`src/rtl/axi_lite_pkg.sv`:
```
// Shared AXI4-Lite response codes and channel FSM state encodings.
package axi_lite_pkg;

  localparam logic [1:0] RESP_OKAY   = 2'b00;
  localparam logic [1:0] RESP_SLVERR = 2'b10;

  typedef enum logic [1:0] {
    W_IDLE,
    W_HAVE_ADDR,
    W_HAVE_DATA,
    W_RESP
  } wr_state_t;

  typedef enum logic {
    R_IDLE,
    R_VALID
  } rd_state_t;

endpackage

```
`src/rtl/axi_lite_wr_fsm.sv`:
```
// Write-side AW/W capture in either order, B response and commit strobe.
// state       | meaning
// W_IDLE      | nothing captured, AW and W both ready
// W_HAVE_ADDR | address captured, waiting for W
// W_HAVE_DATA | data/strobe captured, waiting for AW
// W_RESP      | write committed, holding bvalid until bready
module axi_lite_wr_fsm
  import axi_lite_pkg::*;
#(
  parameter int ADDR_WIDTH = 8,
  parameter int DATA_WIDTH = 32,
  parameter int NUM_REGS   = 16
) (
  input  logic                    clk,
  input  logic                    rst_n,
  input  logic [ADDR_WIDTH-1:0]   awaddr_i,
  input  logic                    awvalid_i,
  output logic                    awready_o,
  input  logic [DATA_WIDTH-1:0]   wdata_i,
  input  logic [DATA_WIDTH/8-1:0] wstrb_i,
  input  logic                    wvalid_i,
  output logic                    wready_o,
  output logic [1:0]              bresp_o,
  output logic                    bvalid_o,
  input  logic                    bready_i,
  output logic                    commit_o,
  output logic                    commit_ok_o,
  output logic [ADDR_WIDTH-1:0]   commit_idx_o,
  output logic [DATA_WIDTH-1:0]   commit_data_o,
  output logic [DATA_WIDTH/8-1:0] commit_strb_o
);

  localparam int ADDR_LSB = $clog2(DATA_WIDTH / 8);

  wr_state_t               state_q;
  logic [ADDR_WIDTH-1:0]   addr_q;
  logic [DATA_WIDTH-1:0]   data_q;
  logic [DATA_WIDTH/8-1:0] strb_q;
  logic                    awready_q, wready_q, bvalid_q;
  logic [1:0]              bresp_q;

  logic                    aw_fire, w_fire, have_addr, have_data;
  logic [ADDR_WIDTH-1:0]   addr_eff;

  assign aw_fire   = awvalid_i && awready_q;
  assign w_fire    = wvalid_i && wready_q;
  assign have_addr = aw_fire || (state_q == W_HAVE_ADDR);
  assign have_data = w_fire || (state_q == W_HAVE_DATA);

  // A handshake in the completing cycle is used directly, so the commit
  // lands on the same edge that finishes the second handshake.
  assign addr_eff      = aw_fire ? awaddr_i : addr_q;
  assign commit_o      = have_addr && have_data;
  assign commit_idx_o  = addr_eff >> ADDR_LSB;
  assign commit_ok_o   = 32'(commit_idx_o) < NUM_REGS;
  assign commit_data_o = w_fire ? wdata_i : data_q;
  assign commit_strb_o = w_fire ? wstrb_i : strb_q;

  always_ff @(posedge clk or negedge rst_n) begin
    if (!rst_n) begin
      state_q   <= W_IDLE;
      addr_q    <= '0;
      data_q    <= '0;
      strb_q    <= '0;
      awready_q <= 1'b1;
      wready_q  <= 1'b1;
      bvalid_q  <= 1'b0;
      bresp_q   <= RESP_OKAY;
    end else begin
      if (aw_fire) addr_q <= awaddr_i;
      if (w_fire) begin
        data_q <= wdata_i;
        strb_q <= wstrb_i;
      end
      case (state_q)
        W_IDLE, W_HAVE_ADDR, W_HAVE_DATA: begin
          if (commit_o) begin
            state_q   <= W_RESP;
            awready_q <= 1'b0;
            wready_q  <= 1'b0;
            bvalid_q  <= 1'b1;
            bresp_q   <= commit_ok_o ? RESP_OKAY : RESP_SLVERR;
          end else if (have_addr) begin
            state_q   <= W_HAVE_ADDR;
            awready_q <= 1'b0;
            wready_q  <= 1'b1;
          end else if (have_data) begin
            state_q   <= W_HAVE_DATA;
            awready_q <= 1'b1;
            wready_q  <= 1'b0;
          end
        end
        W_RESP: begin
          if (bready_i) begin
            state_q   <= W_IDLE;
            awready_q <= 1'b1;
            wready_q  <= 1'b1;
            bvalid_q  <= 1'b0;
          end
        end
        default: state_q <= W_IDLE;
      endcase
    end
  end

  assign awready_o = awready_q;
  assign wready_o  = wready_q;
  assign bvalid_o  = bvalid_q;
  assign bresp_o   = bresp_q;

endmodule

```
`src/rtl/axi_lite_regbank.sv`:
```
// Parametrised AXI4-Lite register bank: register array, read channel and
// fabric-facing register/write-pulse outputs.
// state   | meaning
// R_IDLE  | arready high, waiting for AR
// R_VALID | rdata/rresp held until rready
module axi_lite_regbank
  import axi_lite_pkg::*;
#(
  parameter int ADDR_WIDTH = 8,
  parameter int DATA_WIDTH = 32,
  parameter int NUM_REGS   = 16
) (
  input  logic                           clk,
  input  logic                           rst_n,
  input  logic [ADDR_WIDTH-1:0]          awaddr,
  input  logic                           awvalid,
  output logic                           awready,
  input  logic [DATA_WIDTH-1:0]          wdata,
  input  logic [DATA_WIDTH/8-1:0]        wstrb,
  input  logic                           wvalid,
  output logic                           wready,
  output logic [1:0]                     bresp,
  output logic                           bvalid,
  input  logic                           bready,
  input  logic [ADDR_WIDTH-1:0]          araddr,
  input  logic                           arvalid,
  output logic                           arready,
  output logic [DATA_WIDTH-1:0]          rdata,
  output logic [1:0]                     rresp,
  output logic                           rvalid,
  input  logic                           rready,
  output logic [NUM_REGS*DATA_WIDTH-1:0] regs_o,
  output logic [NUM_REGS-1:0]            wr_pulse_o
);

  localparam int ADDR_LSB = $clog2(DATA_WIDTH / 8);
  localparam int STRB_W   = DATA_WIDTH / 8;

  logic                  commit, commit_ok;
  logic [ADDR_WIDTH-1:0] commit_idx;
  logic [DATA_WIDTH-1:0] commit_data;
  logic [STRB_W-1:0]     commit_strb;

  axi_lite_wr_fsm #(
    .ADDR_WIDTH(ADDR_WIDTH),
    .DATA_WIDTH(DATA_WIDTH),
    .NUM_REGS  (NUM_REGS)
  ) u_wr_fsm (
    .clk          (clk),
    .rst_n        (rst_n),
    .awaddr_i     (awaddr),
    .awvalid_i    (awvalid),
    .awready_o    (awready),
    .wdata_i      (wdata),
    .wstrb_i      (wstrb),
    .wvalid_i     (wvalid),
    .wready_o     (wready),
    .bresp_o      (bresp),
    .bvalid_o     (bvalid),
    .bready_i     (bready),
    .commit_o     (commit),
    .commit_ok_o  (commit_ok),
    .commit_idx_o (commit_idx),
    .commit_data_o(commit_data),
    .commit_strb_o(commit_strb)
  );

  logic [DATA_WIDTH-1:0] regs_q [NUM_REGS];
  logic [DATA_WIDTH-1:0] regs_d [NUM_REGS];
  logic [NUM_REGS-1:0]   wr_pulse_q, wr_pulse_d;

  // Pulse fires on any in-range commit, including an all-zero strobe.
  always_comb begin
    wr_pulse_d = '0;
    for (int i = 0; i < NUM_REGS; i++) begin
      regs_d[i] = regs_q[i];
      if (commit && commit_ok && (commit_idx == ADDR_WIDTH'(i))) begin
        wr_pulse_d[i] = 1'b1;
        for (int b = 0; b < STRB_W; b++)
          if (commit_strb[b]) regs_d[i][b*8 +: 8] = commit_data[b*8 +: 8];
      end
    end
  end

  always_ff @(posedge clk or negedge rst_n) begin
    if (!rst_n) begin
      for (int i = 0; i < NUM_REGS; i++) regs_q[i] <= '0;
      wr_pulse_q <= '0;
    end else begin
      for (int i = 0; i < NUM_REGS; i++) regs_q[i] <= regs_d[i];
      wr_pulse_q <= wr_pulse_d;
    end
  end

  for (genvar g = 0; g < NUM_REGS; g++) begin : g_regs_out
    assign regs_o[g*DATA_WIDTH +: DATA_WIDTH] = regs_q[g];
  end
  assign wr_pulse_o = wr_pulse_q;

  rd_state_t             rd_state_q;
  logic                  arready_q, rvalid_q;
  logic [DATA_WIDTH-1:0] rdata_q, rd_data;
  logic [1:0]            rresp_q;
  logic [ADDR_WIDTH-1:0] rd_idx;
  logic                  rd_ok;

  assign rd_idx = araddr >> ADDR_LSB;
  assign rd_ok  = 32'(rd_idx) < NUM_REGS;

  // Reads sample regs_q, so a same-edge write is seen only by later reads.
  always_comb begin
    rd_data = '0;
    for (int i = 0; i < NUM_REGS; i++)
      if (rd_idx == ADDR_WIDTH'(i)) rd_data = regs_q[i];
  end

  always_ff @(posedge clk or negedge rst_n) begin
    if (!rst_n) begin
      rd_state_q <= R_IDLE;
      arready_q  <= 1'b1;
      rvalid_q   <= 1'b0;
      rdata_q    <= '0;
      rresp_q    <= RESP_OKAY;
    end else begin
      case (rd_state_q)
        R_IDLE: begin
          if (arvalid) begin
            rd_state_q <= R_VALID;
            arready_q  <= 1'b0;
            rvalid_q   <= 1'b1;
            rdata_q    <= rd_ok ? rd_data : '0;
            rresp_q    <= rd_ok ? RESP_OKAY : RESP_SLVERR;
          end
        end
        R_VALID: begin
          if (rready) begin
            rd_state_q <= R_IDLE;
            arready_q  <= 1'b1;
            rvalid_q   <= 1'b0;
          end
        end
        default: rd_state_q <= R_IDLE;
      endcase
    end
  end

  assign arready = arready_q;
  assign rvalid  = rvalid_q;
  assign rdata   = rdata_q;
  assign rresp   = rresp_q;

endmodule
```
`config.mk`:
```
export PLATFORM = sky130hd
export DESIGN_NAME = axi_lite_regbank
export DESIGN_NICKNAME = d
export VERILOG_FILES = /design/src/rtl/axi_lite_pkg.sv /design/src/rtl/axi_lite_wr_fsm.sv /design/src/rtl/axi_lite_regbank.sv
export SDC_FILE = /design/constraint.sdc
export NUM_CORES = 1
export LEC_CHECK = 0
export BUFFER_PORTS_ARGS = -buffer_cell sky130_fd_sc_hd__buf_2
export CORE_AREA = 2 2 247 249
export CTS_CLUSTER_DIAMETER = 80
export CTS_CLUSTER_SIZE = 12
export DETAILED_ROUTE_END_ITERATION = 10
export DIE_AREA = 0 0 249 251
export PLACE_DENSITY = 0.78
export SLEW_MARGIN = 20
export SYNTH_ARGS = -nofsm -noshare
export SYNTH_HDL_FRONTEND = slang
export SYNTH_SLANG_ARGS = --single-unit
```
`constraint.sdc`:
```
create_clock -name clk -period 3 [get_ports clk]
set_clock_uncertainty 0.05 [all_clocks]
set_input_delay 0.15 -clock clk [delete_from_list [all_inputs] [get_ports clk]]
set_output_delay 0.15 -clock clk [all_outputs]
set_load 0.005 [all_outputs]
```
# After elaboration in Yosys (flattened, before gate mapping)
# Index checks and enable logic that the tools add are counted.
# word_totals
wordCells	279
output_inout_bits	569
ff_bits	616
# op_classes
n_lt_le_gt_ge	2
n_eq_ne	38
reduce_logical	95
n_mux	64
n_bitwise	1
# op_table
operator	count
two-way mux 32 bit	18
AND reduction 2 bit	69
equality test 6 x 4 -> 1 bit (second input constant)	16
equality test 6 x 3 -> 1 bit (second input constant)	8
two-way mux 1 bit	31
equality test 6 x 2 -> 1 bit (second input constant)	4
logical AND 1 bit	20
zero test 8 bit	2
equality test 6 x 1 -> 1 bit (second input constant)	2
less-than comparator 6 x 5 -> 1 bit (second input constant)	2
two-way mux 2 bit	6
case mux 1 bit (2 select lines)	6
two-way mux 8 bit	1
inequality test 2 bit (second input constant)	4
equality test 2 bit (second input constant)	2
two-way mux 4 bit	1
inequality test 4 x 2 -> 1 bit (second input constant)	1
case mux 2 bit (2 select lines)	1
OR reduction 3 bit	1
equality test 2 x 1 -> 1 bit (second input constant)	1
zero test 2 bit	1
logical OR 1 bit	2
NOT 1 bit	1

# Depth between registers and ports, before layout
# logic_depth
depth_word	18
ltp_mapped	10

# By module
# From an unflattened synthesis, not the netlist that was laid out.
# hier_totals
cells_unflattened	2117
area_unflattened_um2	27677.8
# by_module_without_submodules
module	area_per_inst_um2	seq_area_each_um2	n_inst	cells_per_inst
axi_lite_regbank	25752.2	14114.8	1	1987
axi_lite_wr_fsm	1925.6	1203.7	1	130

# Least setup slack after synthesis
# No wires, ideal clock.
# synth_path
path_type	register to register
from	register u_wr_fsm.awready_q, in the netlist u_wr_fsm.awready_o
to	register regs_q, in the netlist regs_o[0]
setup_slack_ps	671
setup_time_ps	125
arrival_ps	2154
period_less_slack_ps	2329
path_stages_with_launch	7
path_cell_list	dfstp_2 nand2_2 o32a_1 nor3_2 nand2_2 nor2_4 mux2_2
# synth_via
elab_chain_cells	6
elab_cells_between_ends	9
classes_between	1 x order compare; 1 x mux; 7 x reduce/logical
# synth_rtl
element	line_no	rtl
start, declared	axi_lite_wr_fsm.sv:39	logic awready_q, wready_q, bvalid_q;
start signal, assigned	axi_lite_wr_fsm.sv:65	awready_q <= 1'b1;
start signal, assigned	axi_lite_wr_fsm.sv:79	awready_q <= 1'b0;
start signal, assigned	axi_lite_wr_fsm.sv:85	awready_q <= 1'b0;
logical AND 1 bit (*)	axi_lite_wr_fsm.sv:45	assign aw_fire = awvalid_i && awready_q;
two-way mux 8 bit or logical OR 1 bit (tied branches)	axi_lite_wr_fsm.sv:52, axi_lite_wr_fsm.sv:47	
less-than comparator 6 x 5 -> 1 bit or logical AND 1 bit (tied branches)	axi_lite_wr_fsm.sv:55, axi_lite_wr_fsm.sv:53	
logical AND 1 bit	axi_lite_regbank.sv:77	if (commit && commit_ok && (commit_idx == ADDR_WIDTH'(i))) begin
logical AND 1 bit (*)	axi_lite_regbank.sv:77	
AND reduction 2 bit (no line) (*)	-	
end, declared	axi_lite_regbank.sv:68	logic [DATA_WIDTH-1:0] regs_q [NUM_REGS];
# Mark *: on every way between the ends. The rest lies on a longest branch, timed or not.
# A chain may end at the register's enable or synchronous reset.

# Final worst setup path
# layout_path
from	register u_wr_fsm.awready_q, in the netlist u_wr_fsm.awready_o
to	register regs_q, in the netlist regs_o[441]
# layout_via
elab_chain_cells	6
elab_cells_between_ends	9
classes_between	1 x order compare; 1 x eq/ne; 1 x mux; 6 x reduce/logical
# layout_rtl
element	line_no	rtl
logical AND 1 bit (*)	axi_lite_wr_fsm.sv:45	
two-way mux 8 bit (*)	axi_lite_wr_fsm.sv:52	assign addr_eff = aw_fire ? awaddr_i : addr_q;
net commit_idx[1]	axi_lite_regbank.sv:40	logic [ADDR_WIDTH-1:0] commit_idx;
less-than comparator 6 x 5 -> 1 bit	axi_lite_wr_fsm.sv:55	assign commit_ok_o = 32'(commit_idx_o) < NUM_REGS;
logical AND 1 bit	axi_lite_regbank.sv:77	
logical AND 1 bit (*)	axi_lite_regbank.sv:77	
AND reduction 2 bit (no line) (*)	-	
# Mark *: on every way through the listed nets, which the timed path passes. The rest lies on a longest branch.

==> results.py <==
metrics = {
    "synthesis": {
        "synthArstFlopShare_pct": 100.0,
        "synth_flop_cell": "dfrtp_1",
        "ys_warn_count": 0,
        "syn_area_per_cell_um2": 13.22,
        "synthDistinctLibCells": 77,
        "ys_seq_area_share_pct": 56.91,
        "synth.ff_latch_count": 612,
        "synth_area_um2": 26920,
        "synth_edf_count": 0,
        "syn_inst": 2036,
    },
    "run_status": {
        "status": "finished, final reports clean",
    },
    "pwr": {
        "total_power_mw": 15.84,
        "seq_power_share_pct": 52.7,
        "power.internal_mw": 12.11,
        "combPwrFrac_pct": 4.9,
        "ir_worst_vdd_mv": 0.3642,
        "pwr-share-clk_pct": 42.4,
        "swShare_pct": 23.53,
        "switchingPower_mw": 3.726,
        "power_density_nw_per_um2": 466.3,
        "p_leak_nw": 18.26,
    },
    "final_layout": {
        "final_common_cell": "buf_2",
        "multi_input_area_um2": 11190,
        "final_cell_mix": "buf_2, dfrtp_1, mux2_2, mux2_1, buf_4",
        "fin_nets": 2838,
        "area_delta_synth_final_pct": 26.19,
        "fillers": 4897,
        "drive_gt1_share_pct": 46.22,
        "final_area_um2": 33960,
        "finalCoreUtilization_pct": 56.80,
        "seqCellArea_um2": 15320,
    },
    "hold_path": {
        "hp-class": "in2reg",
    },
    "global_routing": {
        "use_met1_pct": 46.41,
        "grtUsageTotal_pct": 37.27,
        "grt_pass1_wl_mm": 167.9,
        "busiest_layer": "met2",
        "antenna_found_initial": 7,
        "grt_start_max_net_pins": 109,
        "grt_use_met2_pct": 58.30,
        "gr-total-overflow": 0,
        "use_met3_pct": 11.20,
        "grt_pass1_vias": 23290,
    },
    "detailed_routing": {
        "viasPerCell": 6.441,
        "drt_iter0_drc": 2600,
        "drc_errors": 0,
        "drtPass1Iterations": 6,
        "dr_total_vias": 23110,
        "wl_per_cell_um": 33.33,
        "ant_nets": 0,
        "wl_mm": 119.6,
    },
    "setup_path": {
        "worstPathMaxFanout": 10,
        "path_buf_inv": 2,
        "crit_slowest_cell": "dfstp_2",
        "cp.depth": 7,
        "r2r_setup_slack_ns": 0.11,
        "worstPathArrival_ns": 3.34,
        "worstSetupEndpointType": "flip-flop",
        "critPathTopFamily": "simple AND/OR/NAND/NOR gates",
        "r2r_end": "regs_o[441]",
        "required_ns": 3.45,
        "startpoint": "u_wr_fsm.awready_o",
        "criticalPathCategory": "reg2reg",
        "r2r-start": "u_wr_fsm.awready_o",
        "endpoint": "regs_o[441]",
        "cp_cell_sequence": "nand2_2 > mux2i_4 > inv_2 > nor4_4 > buf_4 > nand2_1 > mux2_2",
        "cp_slowest_stage_delay_ns": 0.58,
        "reg2regPathDepth": 7,
        "start_kind": "flip-flop",
    },
    "sta": {
        "period_needed_ns": 2.887,
        "finalHoldViolations": 0,
        "setup_tns_ns": 0,
        "report.final.slew_viol_count": 0,
        "finalSetupViolCount": 0,
        "worst_slew_pin_slew_ns": 0.9614,
        "whs_ns": 0.007826,
        "period_share_pct": 96.24,
        "rsz0062_at_grt": "false",
        "max_freq_mhz": 346.4,
        "maxSlewHeadroom_pct": 35.84,
    },
    "floorplanning": {
        "io_pins": 628,
        "die_x_um": 249,
        "die_y_um": 251,
        "rows": 90,
        "die-area_um2": 62500,
        "fp.coreArea_um2": 59790,
        "initial_core_util_pct": 45.01,
    },
    "placement": {
        "placed_area_um2": 31970,
        "portBuffers": 621,
        "dp_hpwl_mm": 85.87,
        "globalplace.congestion": 0.9436,
    },
    "clock_network": {
        "root_buffer": "clkbuf_16",
        "htreeDepth": 2,
        "clkSinkCount": 612,
        "path_clk_slew_ns": 0.06,
        "postCtsSetupRepairBufs": 0,
        "clockBufferDepth": 3,
        "insertion_delay_ns": 0.63,
        "cts_buffers": 57,
        "cts_tree": "built",
    },
    "run": {
        "maxCapViolCount": 0,
    },
}
-- power groups by stage --
stage,clock network [mW],logic (mW),registers [mW]
final,6.71,0.779,8.35
after detailed placement,0,0.725,8.50
after CTS,6.73,0.774,8.35
after floorplan,0,0.222,8.49
after global routing,7.02,0.831,8.35
after global placement,0,0.711,8.50
-- repair_timing --
| action | in CTS | in global routing |
|---|---|---|
| setup endpoints to repair | 0 | 24 |
| hold endpoints to repair | 501 | 0 |
| resized for setup | 0 | 1 |
| hold buffers | 40 | 0 |
-- state kept, by name (all words and copies together) (netlist names) --
name,flops
u_wr_fsm.addr_q,6
u_wr_fsm.bresp_o,1
u_wr_fsm.wready_o,1
u_wr_fsm.awready_o,1
regs_o,512
wr_pulse_o,16
rresp,1
u_wr_fsm.strb_q,4
u_wr_fsm.data_q,32
rvalid,1
rd_state_q,1
arready,1
u_wr_fsm.bvalid_o,1
rdata,32
u_wr_fsm.state_q,2
-- cells in the mapped netlist (all sizes together) (4+ instances only) --
cell	count	share of area, %
and3	6	0.14
a221o	8	0.30
or3	5	0.12
inv	16	0.22
nor4	9	0.33
o2bb2ai	5	0.16
nor2	120	2.1
a2111oi	7	0.23
a221oi	38	1.2
o221a	4	0.17
a31oi	9	0.23
o22ai	42	0.98
a21oi	57	1.1
nand3	20	0.37
nand2b	8	0.19
a22oi	90	2.5
and4	5	0.16
a41oi	5	0.16
dfrtp	609	57
clkbuf	89	1.2
a211oi	10	0.28
mux2i	8	0.39
nand4	11	0.26
a22o	7	0.23
a211o	4	0.13
o21ai	49	0.91
nor3	17	0.41
mux2	549	23
nor2b	4	0.093
a222oi	20	0.74
o22a	5	0.16
o221ai	16	0.52
or2	4	0.093
buf	32	0.64
nand2	100	1.8
-- per-layer routing --
layer	vias to the layer above	wire (µm)
li1	9143	-
met1	11800	44480
met2	1681	53730
met3	478	13260
met4	10	8041
met5	-	67
-- worst min-delay path by stage --
| stage | slack (ns) | cells past startpoint | start | to |
|---|---|---|---|---|
| after floorplan | -0.20 | 0 | rst_n | rd_state_q |
| after global placement | 0.04 | 1 | rst_n | regs_o[326] |
| after detailed placement | 0.05 | 1 | rst_n | regs_o[390] |
| after CTS | 0.002 | 2 | wdata[22] | u_wr_fsm.data_q[22] |
| after global routing | 0.03 | 2 | wdata[2] | u_wr_fsm.data_q[2] |
| final | 0.008 | 2 | wdata[22] | u_wr_fsm.data_q[22] |
-- final cells by class --
cell class | count | share of cell area, %
Sequential cell | 612 | 45.10
Multi-Input combinational cell | 1288 | 32.96
Timing Repair Buffer | 804 | 14.21
Clock buffer | 81 | 4.590
Tap cell | 782 | 2.881
Inverter | 16 | 0.1768
Clock inverter | 3 | 0.06631
Antenna cell | 2 | 0.01474
-- per-stage QoR --
stage | cells | setup slack (ns)
after floorplan | 2037 | 0.6713
after global placement | 3462 | 0.2284
after detailed placement | 3462 | 0.1224
after CTS | 3586 | 0.1137
after global routing | 3587 | 0.02004
final | 3588 | 0.1129
-- worst register-to-register path, cell delays in order, from the launching register on --
cell	delay, ns
dfstp_2	0.58
nand2_2	0.20
mux2i_4	0.40
inv_2	0.16
nor4_4	0.35
buf_4	0.24
nand2_1	0.38
mux2_2	0.42
-- cells by family after synthesis --
family,synth area share (%)
muxes,23.53
DFF,56.91
buffers and inverters,2.106
AOI/OAI and AO/OA,10.67
xor gates and xnor gates,0.03255
other,0.01393
and+or+nand+nor,6.736
(Power assumes the default switching activity.)
